==> config.mk <==
export PLATFORM = sky130hd
export DESIGN_NAME = car_item_slot
export DESIGN_NICKNAME = d
export VERILOG_FILES = /design/src/rtl/car_item_slot.sv
export SDC_FILE = /design/constraint.sdc
export NUM_CORES = 1
export LEC_CHECK = 0
export ABC_AREA = 1
export CAP_MARGIN = 20
export CORE_ASPECT_RATIO = 1.1
export CORE_MARGIN = 1.5
export CORE_UTILIZATION = 35
export DETAILED_ROUTE_END_ITERATION = 8
export DONT_BUFFER_PORTS = 1
export MAX_ROUTING_LAYER = met4
export PLACE_DENSITY = 0.49
export SYNTH_ARGS = -nofsm -noshare
export SYNTH_HDL_FRONTEND = slang
export SYNTH_SLANG_ARGS = --single-unit
export TNS_END_PERCENT = 100
==> constraint.sdc <==
create_clock -name i_render_clk -period 2.4 [get_ports i_render_clk]
set_input_delay 0.48 -clock i_render_clk [delete_from_list [all_inputs] [get_ports i_render_clk]]
set_output_delay 0.48 -clock i_render_clk [all_outputs]
set_load 0.02 [all_outputs]
==> src/rtl/car_item_slot.sv <==
// Per-car item slot: q-block pickup starts a roulette, the drawn item is held until "use", then applied.
// Optional debug force of the held item is compiled in with `define CAR_ITEM_FORCE_EN.
module car_item_slot #(
   parameter int           FRAME_RATE      = 60,
   parameter int           ROULETTE_FRAMES = 90,
   parameter int           EFFECT_SECONDS  = 3,
   parameter logic [7:0]   LFSR_SEED       = 8'hA5
) (
   input  logic       i_render_clk,
   input  logic       i_rst_n,
   input  logic       i_collision,
   input  logic       i_use,
   output logic [1:0] o_item,
   output logic [1:0] o_state,
   output logic       o_boost,
   output logic       o_shield,
   output logic       o_drop
`ifdef CAR_ITEM_FORCE_EN
   ,
   input  logic       i_force_valid,
   input  logic [1:0] i_force_item
`endif
);

   localparam int FC_MAX = (FRAME_RATE > ROULETTE_FRAMES) ? FRAME_RATE : ROULETTE_FRAMES;
   localparam int FW     = (FC_MAX > 1) ? $clog2(FC_MAX) : 1;
   localparam int SW     = (EFFECT_SECONDS > 0) ? $clog2(EFFECT_SECONDS + 1) : 1;

   localparam logic [FW-1:0] RF_LAST = FW'(ROULETTE_FRAMES - 1);
   localparam logic [FW-1:0] FR_LAST = FW'(FRAME_RATE - 1);
   localparam logic [FW-1:0] F_ONE   = FW'(1);
   localparam logic [SW-1:0] ES_LAST = SW'(EFFECT_SECONDS - 1);
   localparam logic [SW-1:0] S_ONE   = SW'(1);

   localparam logic [1:0] ITEM_NONE   = 2'd0;
   localparam logic [1:0] ITEM_BOOST  = 2'd1;
   localparam logic [1:0] ITEM_SHIELD = 2'd2;
   localparam logic [1:0] ITEM_BANANA = 2'd3;

   typedef enum logic [1:0] {
      ST_EMPTY    = 2'd0,
      ST_ROULETTE = 2'd1,
      ST_HOLD     = 2'd2,
      ST_ACTIVE   = 2'd3
   } state_t;

   state_t        state;
   logic [7:0]    lfsr;
   logic [7:0]    lfsr_next;
   logic [FW-1:0] frame_cnt;
   logic [SW-1:0] sec_cnt;
   logic          use_prev;
   logic          use_edge;
   logic          force_hit;
   logic [1:0]    force_item;

   function automatic logic [1:0] item_map(input logic [7:0] l);
      case (l[1:0])
         2'b10:   item_map = ITEM_SHIELD;
         2'b11:   item_map = ITEM_BANANA;
         default: item_map = ITEM_BOOST;
      endcase
   endfunction

   assign lfsr_next = {lfsr[6:0], lfsr[7] ^ lfsr[5] ^ lfsr[4] ^ lfsr[3]};
   assign use_edge  = i_use & ~use_prev;
   assign o_state   = state;

`ifdef CAR_ITEM_FORCE_EN
   assign force_hit  = i_force_valid && (i_force_item != ITEM_NONE);
   assign force_item = i_force_item;
`else
   assign force_hit  = 1'b0;
   assign force_item = ITEM_NONE;
`endif

   always_ff @(posedge i_render_clk or negedge i_rst_n) begin
      if (!i_rst_n) begin
         state     <= ST_EMPTY;
         lfsr      <= LFSR_SEED;
         frame_cnt <= '0;
         sec_cnt   <= '0;
         use_prev  <= 1'b0;
         o_item    <= ITEM_NONE;
         o_boost   <= 1'b0;
         o_shield  <= 1'b0;
         o_drop    <= 1'b0;
      end else begin
         lfsr     <= lfsr_next;
         use_prev <= i_use;
         o_drop   <= 1'b0;
         case (state)
            ST_EMPTY: begin
               if (force_hit) begin
                  state  <= ST_HOLD;
                  o_item <= force_item;
               end else if (i_collision) begin
                  state     <= ST_ROULETTE;
                  frame_cnt <= '0;
                  o_item    <= item_map(lfsr_next);
               end
            end
            // o_item is loaded with the map of the LFSR value present in the next cycle,
            // so the last shown value is already the held item when the spin ends.
            ST_ROULETTE: begin
               if (frame_cnt == RF_LAST) begin
                  state     <= ST_HOLD;
                  frame_cnt <= '0;
               end else begin
                  frame_cnt <= frame_cnt + F_ONE;
                  o_item    <= item_map(lfsr_next);
               end
            end
            ST_HOLD: begin
               if (force_hit) begin
                  o_item <= force_item;
               end else if (use_edge) begin
                  if (o_item == ITEM_BANANA) begin
                     state  <= ST_EMPTY;
                     o_item <= ITEM_NONE;
                     o_drop <= 1'b1;
                  end else begin
                     state     <= ST_ACTIVE;
                     frame_cnt <= '0;
                     sec_cnt   <= '0;
                     o_boost   <= (o_item == ITEM_BOOST);
                     o_shield  <= (o_item == ITEM_SHIELD);
                  end
               end
            end
            ST_ACTIVE: begin
               if (frame_cnt == FR_LAST) begin
                  frame_cnt <= '0;
                  if (sec_cnt == ES_LAST) begin
                     state    <= ST_EMPTY;
                     sec_cnt  <= '0;
                     o_item   <= ITEM_NONE;
                     o_boost  <= 1'b0;
                     o_shield <= 1'b0;
                  end else begin
                     sec_cnt <= sec_cnt + S_ONE;
                  end
               end else begin
                  frame_cnt <= frame_cnt + F_ONE;
               end
            end
            default: state <= ST_EMPTY;
         endcase
      end
   end

endmodule
Word level (Yosys, flattened, before mapping)
Index checks and enable logic that the tools add are counted.
{"block": "op_classes", "add_sub_neg": 2, "mul": 0, "n_div": 0, "magnitude_cmp": 0, "n_eq_ne": 19, "shifts": 0, "mux": 35, "bitwise": 5, "n_reduce_logical": 7}
{"cell": "two-way mux 7 bit", "n": 5}
{"cell": "two-way mux 2 bit", "n": 14}
{"cell": "one-hot mux 7 bit (4 select lines)", "n": 1}
{"cell": "!= test 2 bit, second input constant", "n": 8}
{"cell": "one-hot mux 2 bit (4 select lines)", "n": 2}
{"cell": "equality test 2 bit, second input constant", "n": 7}
{"cell": "AND reduction 5 bit", "n": 2}
{"cell": "two-way mux 1 bit", "n": 9}
{"cell": "one-hot mux 2 bit (2 select lines)", "n": 2}
{"cell": "adder 7 x 1 -> 7 bit, second input constant", "n": 1}
{"cell": "equality test 7 x 6 -> 1 bit, second input constant", "n": 1}
{"cell": "equality test 7 bit, second input constant", "n": 1}
{"cell": "AND reduction 6 bit", "n": 1}
{"cell": "equality test 2 x 1 -> 1 bit, second input constant", "n": 2}
{"cell": "one-hot mux 1 bit (2 select lines)", "n": 2}
{"cell": "AND reduction 4 bit", "n": 1}
{"cell": "AND reduction 3 bit", "n": 1}
{"cell": "bitwise XOR 1 bit", "n": 3}
{"cell": "adder 2 x 1 -> 2 bit, second input constant", "n": 1}
{"cell": "logical NOT 2 bit", "n": 1}
{"cell": "nonzero test 2 bit", "n": 1}
{"cell": "AND 1 bit", "n": 1}
{"cell": "inverter 1 bit", "n": 1}
{"block": "totals", "regBits": 25, "latchBits": 0, "ram_bits": 0, "mem_bits_ro": 0, "input_bits": 4, "memories": 0}

Depth between registers and ports, before layout
Gate-level depths: netlist of the first run.
{"block": "depth", "depth_word": 7, "depth_mapped": 9, "depth_no_buf": 9}

Worst setup path before layout of the first run
OpenSTA, ideal clock, no wires.
{"block": "synth_timing", "kind": "flip-flop to flip-flop", "from": "register state[1], in the netlist o_state[1]", "to": "register state[0], in the netlist o_state[0]", "arrival_ps": 1196, "setup_slack_ps": 1081, "stages_incl_launch_ff": 9, "path_buffers": 0, "synth_period_minus_slack_ps": 1319, "cell_sequence": "dfrtp_1 nand2_1 inv_4 nand2_2 inv_1 nor2_1 nand3_2 nand2_1 o21ai_1"}
{"block": "synth_via", "elab_chain_cells": 3, "elab_cells_between_ends": 11}
{"item": "start: declaration", "line_no": "47", "text": "state_t state;"}
{"item": "start signal: assignment", "line_no": "79", "text": "state <= ST_EMPTY;"}
{"item": "start signal: assignment", "line_no": "95", "text": "state <= ST_HOLD;"}
{"item": "start signal: assignment", "line_no": "98", "text": "state <= ST_ROULETTE;"}
{"item": "equality test 2 x 1 -> 1 bit, or another cell as far along", "line_no": "92", "text": "case (state)"}
{"item": "!= test 2 bit (no source line)"}
{"item": "AND reduction 5 bit (no source line)"}
Parallel ways exist; a longest one is shown, timed or not.
A chain may end at the register's enable or synchronous reset.

Worst setup path after layout of the first run
{"block": "layout_timing", "from": "register state[0], in the netlist o_state[0]", "to": "register o_item[0]"}
{"block": "layout_via", "elab_chain_cells": 3, "elab_cells_between_ends": 12}
{"item": "equality test 2 bit, or another cell as far along", "line_no": "92"}
{"item": "!= test 2 bit (no source line)"}
{"item": "AND reduction 6 bit (no source line)"}
{"item": "end signal: assignment", "line_no": "96", "text": "o_item <= force_item;"}
{"item": "end signal: assignment", "line_no": "100", "text": "o_item <= item_map(lfsr_next);"}
{"item": "end signal: assignment", "line_no": "111", "text": "o_item <= item_map(lfsr_next);"}
{"item": "end: declaration", "line_no": "13", "text": "output logic [1:0] o_item,"}
Parallel ways exist; a longest one is shown, timed or not.

==> results.toml, run 1 <==
[power_and_ir_drop]
netSwitchingFraction_pct = 44.2
vdd_ir_drop_max_mv = 0.360
powerDensity_mw_per_mm2 = 978
power.share.combinational_pct = 38.3
net-switching-power_mw = 0.625
cellLeakagePower_nw = 0.738
clock_power_share_pct = 17.1
power_report.internal_total_mw = 0.790
power.sequential.fraction_pct = 44.6

[setup_path]
criticalPathCategory = "reg -> reg"
critical_path.endpoint_type = "flop"
start_kind = "flop"
worstPathRequired_ns = 2.56
ff2ff_path_depth = 7
worstSetupStartpoint = "o_state[0]"
worstPathArrival_ns = 1.77
path_max_fanout = 7
r2r_start = "o_state[0]"

[timing]
hold_violations = 0
period_needed_ns = 1.61
final_max_slew_viol_count = 0
timing.final.setup_violations = 0
maxClockFrequency_mhz = 619
finalCritPeriodShare_pct = 67.3
fin_worst_skew_ns = 0.00498
final_critical_path_setup_slack_ns = 0.785
setup_tns_ns = 0
tightest_slew_ns = 0.404
timing.slew.headroom_pct = 73.1
setup_repair_after_global_routing_missed_its_margin = "false"

[routing]
route.detailed.vias_per_inst = 4.48
wl_met3_um = 91
drt_pass1_iterations = 6
route.detailed.drc = 0
wl_met2_um = 1230
total_length_of_routed_wires_um = 2540
via_count = 998
detail-route-antenna-nets = 0
detail_route.wirelength.met1_um = 1170
drt_first_iter_violations = 42
average_routed_wire_per_standard_cell_um = 11.4
topRoutingLayerUsed = "met4"

[floorplan]
floorplan.die_area_mm2 = 0.00414
core-area_mm2 = 0.00363
chipHeight_um = 67.4
boundaryPins = 11
rows = 23
start_util_pct = 36.3
die_boundary_width_um = 61.5

[clocking]
cts_resized = 0
clkSinkCount = 25
root_buffer = "sky130_fd_sc_hd__clkbuf_8"
cts_inserted_buffers = 3
tritoncts = "built"
cts_buffer_depth = 2
cts.clk_slew.worst_paths_ns = 0.08
cts-hold-fix-buffers = 1
htree_levels = 1
clock_latency_ns = 0.26
cts.repair_timing.setup_buffer_count = 0

[logic_synthesis]
yosysTopAreaCellShare_pct = 39.9
synth_seq_area_share_pct = 47.9
syn-instance-count = 167
syn_nets = 173
post-synth-top-area-cell = "sky130_fd_sc_hd__dfrtp_1"
ys_top_cells_by_area = "sky130_fd_sc_hd__dfrtp_1, sky130_fd_sc_hd__nand2_1, sky130_fd_sc_hd__dfstp_2"
synth_fa_ha_area_share_pct = 1.90
combinational_family_with_the_most_area_after_synthesis = "simple AND/OR/NAND/NOR gates"
synth.area.mux_share_pct = 0
xor_and_xnor_fraction_of_the_mapped_netlist_area_pct = 3.32
fraction_of_the_mapped_netlist_area_in_simple_logic_gates_pct = 34.9
synth-warning-count = 0
post_synth_num_cell_types = 22
synthesis.area_mm2 = 0.00132
postSynthRegisterBits = 25
synth-compound-area-share_pct = 4.08
syn-mean-instance-area_um2 = 7.89

[global_route]
grt_usage_pct = 15.2
overflow_left_after_global_routing = 0
grt_max_degree = 22
grt_pass1_vias = 1007
grt_pass1_wl_um = 4430
antenna_violations_before_repair = 0

[placement]
globalplace.congestion = 0.853
placement.io_buffers = 0
place_worst_setup_slack_ns = 0.836
place_hpwl_um = 1860
place_area_mm2 = 0.00138

[hold_path]
worst_hold_path_type = "in -> async"

[layout]
fill_cells = 374
final_layout_size_suffix_gt1_share_pct = 15.0
area.sequential_um2 = 631
diodes = 0
final_area_mm2 = 0.00145
final_nets = 180
multiInputGateArea_um2 = 583
area_growth_pct = 9.78

[status]
run_status = "finished clean"

[run]
max_cap_viol_count = 0
[synthesized netlist by cell type]
cell type                  count
sky130_fd_sc_hd__inv_2         2
sky130_fd_sc_hd__xnor2_1       1
sky130_fd_sc_hd__o21ai_1       6
sky130_fd_sc_hd__dfstp_2       4
sky130_fd_sc_hd__inv_1        24
sky130_fd_sc_hd__nand3_2       3
sky130_fd_sc_hd__a21oi_2       1
sky130_fd_sc_hd__nand4_1       1
sky130_fd_sc_hd__nand2_1      48
sky130_fd_sc_hd__nor2_4        2
sky130_fd_sc_hd__o21ai_0       2
sky130_fd_sc_hd__nor2_1       14
sky130_fd_sc_hd__nand2_2       5
sky130_fd_sc_hd__xor2_1        4
sky130_fd_sc_hd__nand3_1      20
sky130_fd_sc_hd__inv_4         1
sky130_fd_sc_hd__dfrtp_1      21
sky130_fd_sc_hd__nor2_2        3
sky130_fd_sc_hd__nand2_4       1
sky130_fd_sc_hd__ha_1          2
sky130_fd_sc_hd__nand3b_1      1
sky130_fd_sc_hd__a21oi_1       1
[cell families after synthesis]
kind of cell             Yosys count
AND/OR/NAND/NOR                   98
buffers and inverters             27
flip-flops                        25
AO/OA/AOI/OAI                     10
XOR/XNOR                           5
adder cells (fa/ha/maj)            2
[placed cells by master (no fill, tap or decap)]
cell type / count
sky130_fd_sc_hd__a21oi_1: 1
sky130_fd_sc_hd__inv_1: 24
sky130_fd_sc_hd__nand2_2: 5
sky130_fd_sc_hd__clkbuf_8: 3
sky130_fd_sc_hd__xor2_1: 4
sky130_fd_sc_hd__a21oi_2: 1
sky130_fd_sc_hd__nand2_1: 48
sky130_fd_sc_hd__dfrtp_1: 21
sky130_fd_sc_hd__dfstp_2: 4
sky130_fd_sc_hd__inv_4: 1
sky130_fd_sc_hd__nor2_4: 2
sky130_fd_sc_hd__xnor2_1: 1
sky130_fd_sc_hd__o21ai_1: 6
sky130_fd_sc_hd__buf_6: 1
sky130_fd_sc_hd__clkbuf_1: 1
sky130_fd_sc_hd__nand3b_1: 1
sky130_fd_sc_hd__ha_1: 2
sky130_fd_sc_hd__inv_2: 2
sky130_fd_sc_hd__dlygate4sd3_1: 1
sky130_fd_sc_hd__nand4_1: 1
sky130_fd_sc_hd__nand2_4: 1
sky130_fd_sc_hd__nand3_2: 3
sky130_fd_sc_hd__nand3_1: 20
sky130_fd_sc_hd__nor2_2: 3
sky130_fd_sc_hd__o21ai_0: 2
sky130_fd_sc_hd__nor2_1: 14
[layout make-up]
| type | instances | share of cell area, % |
|---|---|---|
| timing repair buffer | 2 | 1.47 |
| multi-input combinational | 115 | 40.3 |
| inverter | 27 | 7.18 |
| tap | 50 | 4.33 |
| clock buffer | 4 | 3.11 |
| sequential | 25 | 43.6 |
[sequential cells by signal, indices dropped and copies added, names as in the netlist]
| register | cells |
|---|---|
| sec_cnt | 2 |
| use_prev | 1 |
| o_item | 2 |
| o_state | 2 |
| lfsr | 8 |
| o_boost | 1 |
| frame_cnt | 7 |
| o_drop | 1 |
| o_shield | 1 |
[critical path, stage by stage, from the launching register on]
cell and delay [ns]:
sky130_fd_sc_hd__dfrtp_1 0.59, sky130_fd_sc_hd__inv_1 0.15, sky130_fd_sc_hd__nor2_2 0.30, sky130_fd_sc_hd__nand4_1 0.21, sky130_fd_sc_hd__nand2_1 0.12, sky130_fd_sc_hd__nor2_2 0.05, sky130_fd_sc_hd__nand2_1 0.05, sky130_fd_sc_hd__nand2_1 0.04
[metal layers]
metal	track usage [%]	vias to the layer above
met5	-	-
met4	5.59	0
met3	4.60	7
met2	24.1	18
met1	18.0	444
li1	-	529
[final timing paths]
| path | endpoint | slack (ns) |
|---|---|---|
| min in group i_render_clk | use_prev | 0.24 |
| min reg2reg | lfsr[2] | 0.36 |
| min | lfsr[2] | 0.05 |
| max reg2reg | o_item[0] | 0.79 |
| max | o_item[0] | 0.79 |
| max in group asynchronous | frame_cnt[5] | 1.38 |
[power groups by stage]
| stage | combinational [mW] | sequential (mW) | clock [mW] |
|---|---|---|---|
| final | 0.541 | 0.632 | 0.242 |
| after global routing | 0.636 | 0.647 | 0.281 |
| after CTS | 0.543 | 0.633 | 0.254 |
| after detailed placement | 0.533 | 0.639 | 0 |
| after global placement | 0.528 | 0.640 | 0 |
| after floorplan | 0.435 | 0.616 | 0 |
[per-stage QoR]
stage | std cells | hold WS, ns | utilization (%) | power (mW)
after floorplan | 167 | 0.184 | - | 1.05
after global placement | 217 | 0.185 | 38.1 | 1.17
after detailed placement | 217 | 0.185 | 38.1 | 1.17
after CTS | 222 | 0.0376 | 39.6 | 1.43
after global routing | 223 | 0.0201 | 39.9 | 1.56
final | 223 | 0.0483 | 39.9 | 1.42
(Power assumes the default switching activity.)
==> run 2, diff against run 1 <==
Settings changed: PLACE_DENSITY 0.49 to 0.51.
Clock period 2.4 ns to 1.45 ns, I/O delays scaled along.
==> results.toml, run 2 (synthesis results as in run 1) <==
[layout]
area.sequential_um2 = 632
final_common_cell = "sky130_fd_sc_hd__nand2_1"
registers.top_by_ff_count = "lfsr"
mostFrequentLayoutCells = "sky130_fd_sc_hd__nand2_1, sky130_fd_sc_hd__inv_1, sky130_fd_sc_hd__dfrtp_1"
area_growth_pct = 16.3
final_area_mm2 = 0.00153
diodes = 0
final_layout_size_suffix_gt1_share_pct = 21.0
multiInputGateArea_um2 = 598
final_nets = 188
flip_flop_count_of_the_largest_register_after_layout = 8
largestRegisters = "lfsr x8, frame_cnt x7"
fill_cells = 398

[floorplan]
core-area_mm2 = 0.00363
boundaryPins = 11
start_util_pct = 36.3
floorplan.die_area_mm2 = 0.00414
rows = 23
chipHeight_um = 67.4
die_boundary_width_um = 61.5

[placement]
place_area_mm2 = 0.00144
place_hpwl_um = 2060
placement.io_buffers = 0
place_worst_setup_slack_ns = 0.101
globalplace.congestion = 0.826

[setup_path]
setup.worst_path.end = "frame_cnt[5]"
worstPathRequired_ns = 1.61
timing.rr.end = "frame_cnt[5]"
ff2ff_path_depth = 8
start_kind = "flop"
path_max_fanout = 6
critical_path.endpoint_type = "flop"
r2r_start = "o_state[1]"
worst-r2r-setup-slack_ns = 0.12
worstSetupStartpoint = "o_state[1]"
criticalPathCategory = "reg -> reg"
worstPathArrival_ns = 1.49

[clocking]
root_buffer = "sky130_fd_sc_hd__clkbuf_8"
clock_latency_ns = 0.27
htree_levels = 1
cts.clk_slew.worst_paths_ns = 0.09
cts_inserted_buffers = 3
tritoncts = "built"
cts_buffer_depth = 2
clkSinkCount = 25

[routing]
detail-route-antenna-nets = 0
drt_first_iter_violations = 34
route.detailed.vias_per_inst = 4.65
route.detailed.drc = 0
average_routed_wire_per_standard_cell_um = 11.9
drt_pass1_iterations = 4
total_length_of_routed_wires_um = 2760
via_count = 1075

[timing]
hold-worst-slack_ns = 0.0418
finalCritPeriodShare_pct = 91.8
timing.slew.headroom_pct = 84.4
final_critical_path_setup_slack_ns = 0.119
setup_tns_ns = 0
tightest_slew_ns = 0.234
maxClockFrequency_mhz = 751
hold_violations = 0
final_max_slew_viol_count = 0
timing.final.setup_violations = 0
period_needed_ns = 1.33
fin_worst_skew_ns = 0.00328

[global_route]
overflow_left_after_global_routing = 0
grt_pass1_wl_um = 4620
antenna_violations_before_repair = 0
grt_pass1_vias = 1101
grt.met1_usage_pct = 17.9
grt_max_degree = 26
groute.layer.met3.usage_pct = 4.79
globalRouteMet2Util_pct = 25.5
grt_usage_pct = 15.6
grt.busiest_layer = "met2"

[power_and_ir_drop]
powerDensity_mw_per_mm2 = 1640
finalPower_mw = 2.51
cellLeakagePower_nw = 0.784
vdd_ir_drop_max_mv = 1.01

[status]
run_status = "finished clean"

[run]
max_cap_viol_count = 0

[hold_path]
worst_hold_path_type = "in -> reg"
[run 2: routing by layer]
| metal | share of wire [%] | vias to the layer above |
|---|---|---|
| met2 | 47 | 20 |
| met1 | 47 | 504 |
| li1 | - | 546 |
| met3 | 4.6 | 5 |
| met4 | 1.8 | 0 |
| met5 | 0 | - |
[run 2: per-stage QoR]
stage | cells | utilization (%)
CTS | 231 | 41.8
detailed placement | 225 | 39.7
finish | 231 | 42.3
global placement | 225 | 39.7
global route | 231 | 42.3
floorplan | 167 | -
[run 2: worst min-delay path by stage]
stage          cells after the start            to  startpoint
3_5_place_dp                       0    sec_cnt[0]     i_rst_n
6_report                           0      use_prev       i_use
3_3_place_gp                       0    sec_cnt[1]     i_rst_n
2_1_floorplan                      0  frame_cnt[0]     i_rst_n
5_1_grt                            0      use_prev       i_use
4_1_cts                            0      use_prev       i_use
[run 2: what timing repair did]
item / in CTS / in global routing
endpoints found under the setup margin: 0 / 10
gates resized for setup: 0 / 4
hold buffers: 2 / 0
endpoints found under the hold margin: 25 / 0
setup buffers: 0 / 0
[run 2: area by class of cell]
class | instances | area share (%)
well taps | 50 | 4.08
clock inverters | 1 | 0.327
inverters | 27 | 6.78
multi-input cells | 115 | 39.0
clock buffers | 3 | 2.69
flip-flops and latches | 25 | 41.2
repair buffers | 10 | 5.88
[run 2: critical path: stages, from the launching register on]
cell and delay, ns:
sky130_fd_sc_hd__dfrtp_2 0.46, sky130_fd_sc_hd__inv_2 0.13, sky130_fd_sc_hd__nor2_4 0.06, sky130_fd_sc_hd__nand2_1 0.09, sky130_fd_sc_hd__nand2_2 0.10, sky130_fd_sc_hd__a21oi_4 0.16, sky130_fd_sc_hd__inv_2 0.08, sky130_fd_sc_hd__nand2_1 0.06
sky130_fd_sc_hd__nand3_1 0.08
[run 2: power by group]
part	internal (mW)	leakage [nW]	switching, mW
clock network	0.192	0.0255	0.227
registers	0.819	0.320	0.154
logic	0.391	0.438	0.725
total	1.40	0.784	1.11
==> run 3, diff against run 2 <==
Settings changed: CORE_MARGIN 1.5 to default.
==> results.toml, run 3 (synthesis results as in run 1) <==
[routing]
via_count = 1027
drt_first_iter_violations = 25
route.detailed.vias_per_inst = 4.45
total_length_of_routed_wires_um = 2420
route.detailed.drc = 0
detail-route-antenna-nets = 0
drt_pass1_iterations = 5
average_routed_wire_per_standard_cell_um = 10.5

[status]
run_status = "finished clean"

[clocking]
htree_levels = 1
root_buffer = "sky130_fd_sc_hd__clkbuf_8"
cts.clk_slew.worst_paths_ns = 0.09
clkSinkCount = 25
clock_latency_ns = 0.27
cts_inserted_buffers = 3
tritoncts = "built"
cts_buffer_depth = 2

[global_route]
grt_usage_pct = 14.3
grt_pass1_vias = 984
grt_max_degree = 26
antenna_violations_before_repair = 0
overflow_left_after_global_routing = 0
grt_pass1_wl_um = 4130

[layout]
area_growth_pct = 15.8
fill_cells = 396
largestRegisters = "lfsr x8, frame_cnt x7"
stdcell_count = 231
final_nets = 188
registers.top_by_ff_count = "lfsr"
final_area_mm2 = 0.00153
mostFrequentLayoutCells = "sky130_fd_sc_hd__nand2_1, sky130_fd_sc_hd__inv_1, sky130_fd_sc_hd__dfrtp_1"
final_layout_size_suffix_gt1_share_pct = 20.4
post-route-util_pct = 42.1
diodes = 0
flip_flop_count_of_the_largest_register_after_layout = 8
final_common_cell = "sky130_fd_sc_hd__nand2_1"

[timing]
period_needed_ns = 1.33
maxClockFrequency_mhz = 753
fin_worst_skew_ns = 0.00239
final_max_slew_viol_count = 0
setup_repair_after_global_routing_missed_its_margin = "false"
finalCritPeriodShare_pct = 91.6
setup_tns_ns = 0
timing.final.setup_violations = 0
tightest_slew_ns = 0.234
hold_violations = 0
timing.slew.headroom_pct = 84.4

[placement]
place_hpwl_um = 1920
globalplace.congestion = 0.876
dp.cells = 224
placement.io_buffers = 0
place_area_mm2 = 0.00143

[floorplan]
chipHeight_um = 66.4
start_util_pct = 36.3
core-area_mm2 = 0.00363
rows = 23
die_boundary_width_um = 60.5
boundaryPins = 11
floorplan.die_area_mm2 = 0.00401

[run]
max_cap_viol_count = 0

[setup_path]
worstPathArrival_ns = 1.54
criticalPathCategory = "reg -> reg"
worstPathRequired_ns = 1.66
path_max_fanout = 5
start_kind = "flop"
worst_path_largest_cell_delay_ns = 0.44
path_buf_inv = 0
critical_path.endpoint_type = "flop"
worst_path_dominant_cell_family = "flip-flops"
crit_chain = "ha_1, nand3_1, nor2_1, xor2_1, nand2_1, nand2_1"
cpMaxStageDelayCell = "sky130_fd_sc_hd__dfrtp_1"
cpMostUsedCell = "sky130_fd_sc_hd__nand2_1"

[power_and_ir_drop]
cellLeakagePower_nw = 0.778
powerDensity_mw_per_mm2 = 1590
vdd_ir_drop_max_mv = 0.755
finalPower_mw = 2.43

[hold_path]
worst_hold_path_type = "in -> reg"
[run 3: cell count changes in the layout (fill, tap and decap cells not counted)]
cell,delta
sky130_fd_sc_hd__clkinvlp_4,+1
sky130_fd_sc_hd__nor2_2,-1
sky130_fd_sc_hd__a21oi_2,+1
sky130_fd_sc_hd__nor2_1,+1
sky130_fd_sc_hd__a21oi_4,-1
sky130_fd_sc_hd__clkinv_2,-1
[run 3: path summary, 6_finish.rpt]
check                        startpoint           end  slack (ns)  cells past startpoint
setup reg to reg           frame_cnt[0]  frame_cnt[6]        0.12                      6
min in group asynchronous       i_rst_n       lfsr[4]        0.44                      2
setup / recovery           frame_cnt[0]  frame_cnt[6]        0.12                      6
max in group asynchronous       i_rst_n       lfsr[0]        0.79                      2
hold reg to reg                 lfsr[1]       lfsr[2]        0.36                      0
hold / removal                    i_use      use_prev        0.04                      0
[run 3: cell type report]
type	instances	area (µm²)	share of cell area, %
clock inverters	1	7.51	0.492
flip-flops and latches	25	632	41.4
repair buffers	10	90.1	5.91
inverters	27	104	6.81
clock buffers	3	41.3	2.71
well taps	50	62.6	4.10
multi-input cells	115	588	38.6
[run 3: worst reg2reg max path, stage by stage, from the launching register on]
cell	delay, ns
sky130_fd_sc_hd__dfrtp_1	0.44
sky130_fd_sc_hd__ha_1	0.26
sky130_fd_sc_hd__nand3_1	0.14
sky130_fd_sc_hd__nor2_1	0.15
sky130_fd_sc_hd__xor2_1	0.16
sky130_fd_sc_hd__nand2_1	0.07
sky130_fd_sc_hd__nand2_1	0.06
[run 3: through the flow]
stage	hold WS (ns)	setup WS [ns]
3_5_place_dp	-0.00497	0.110
3_3_place_gp	-0.00506	0.126
4_1_cts	0.0384	0.0904
5_1_grt	0.0225	0.0108
6_report	0.0423	0.122
2_1_floorplan	-0.00559	0.131
[run 3: per-layer routing]
metal,part of all wire (%),vias up,track usage (%)
li1,-,541,-
met4,0.99,0,5.11
met5,0,-,-
met1,49,473,17.4
met2,47,11,22.9
met3,2.7,2,3.13
[run 3: report_power, final]
part / internal, mW / switching, mW
logic: 0.376 / 0.666
clock network: 0.194 / 0.224
registers: 0.819 / 0.153
[run 3: repair_timing]
action / 4_1_cts / 5_1_grt
hold buffers: 2 / 0
buffers inserted: 0 / 1
resized for setup: 0 / 2
endpoints found under the hold margin: 25 / 0
setup endpoints to repair: 0 / 5
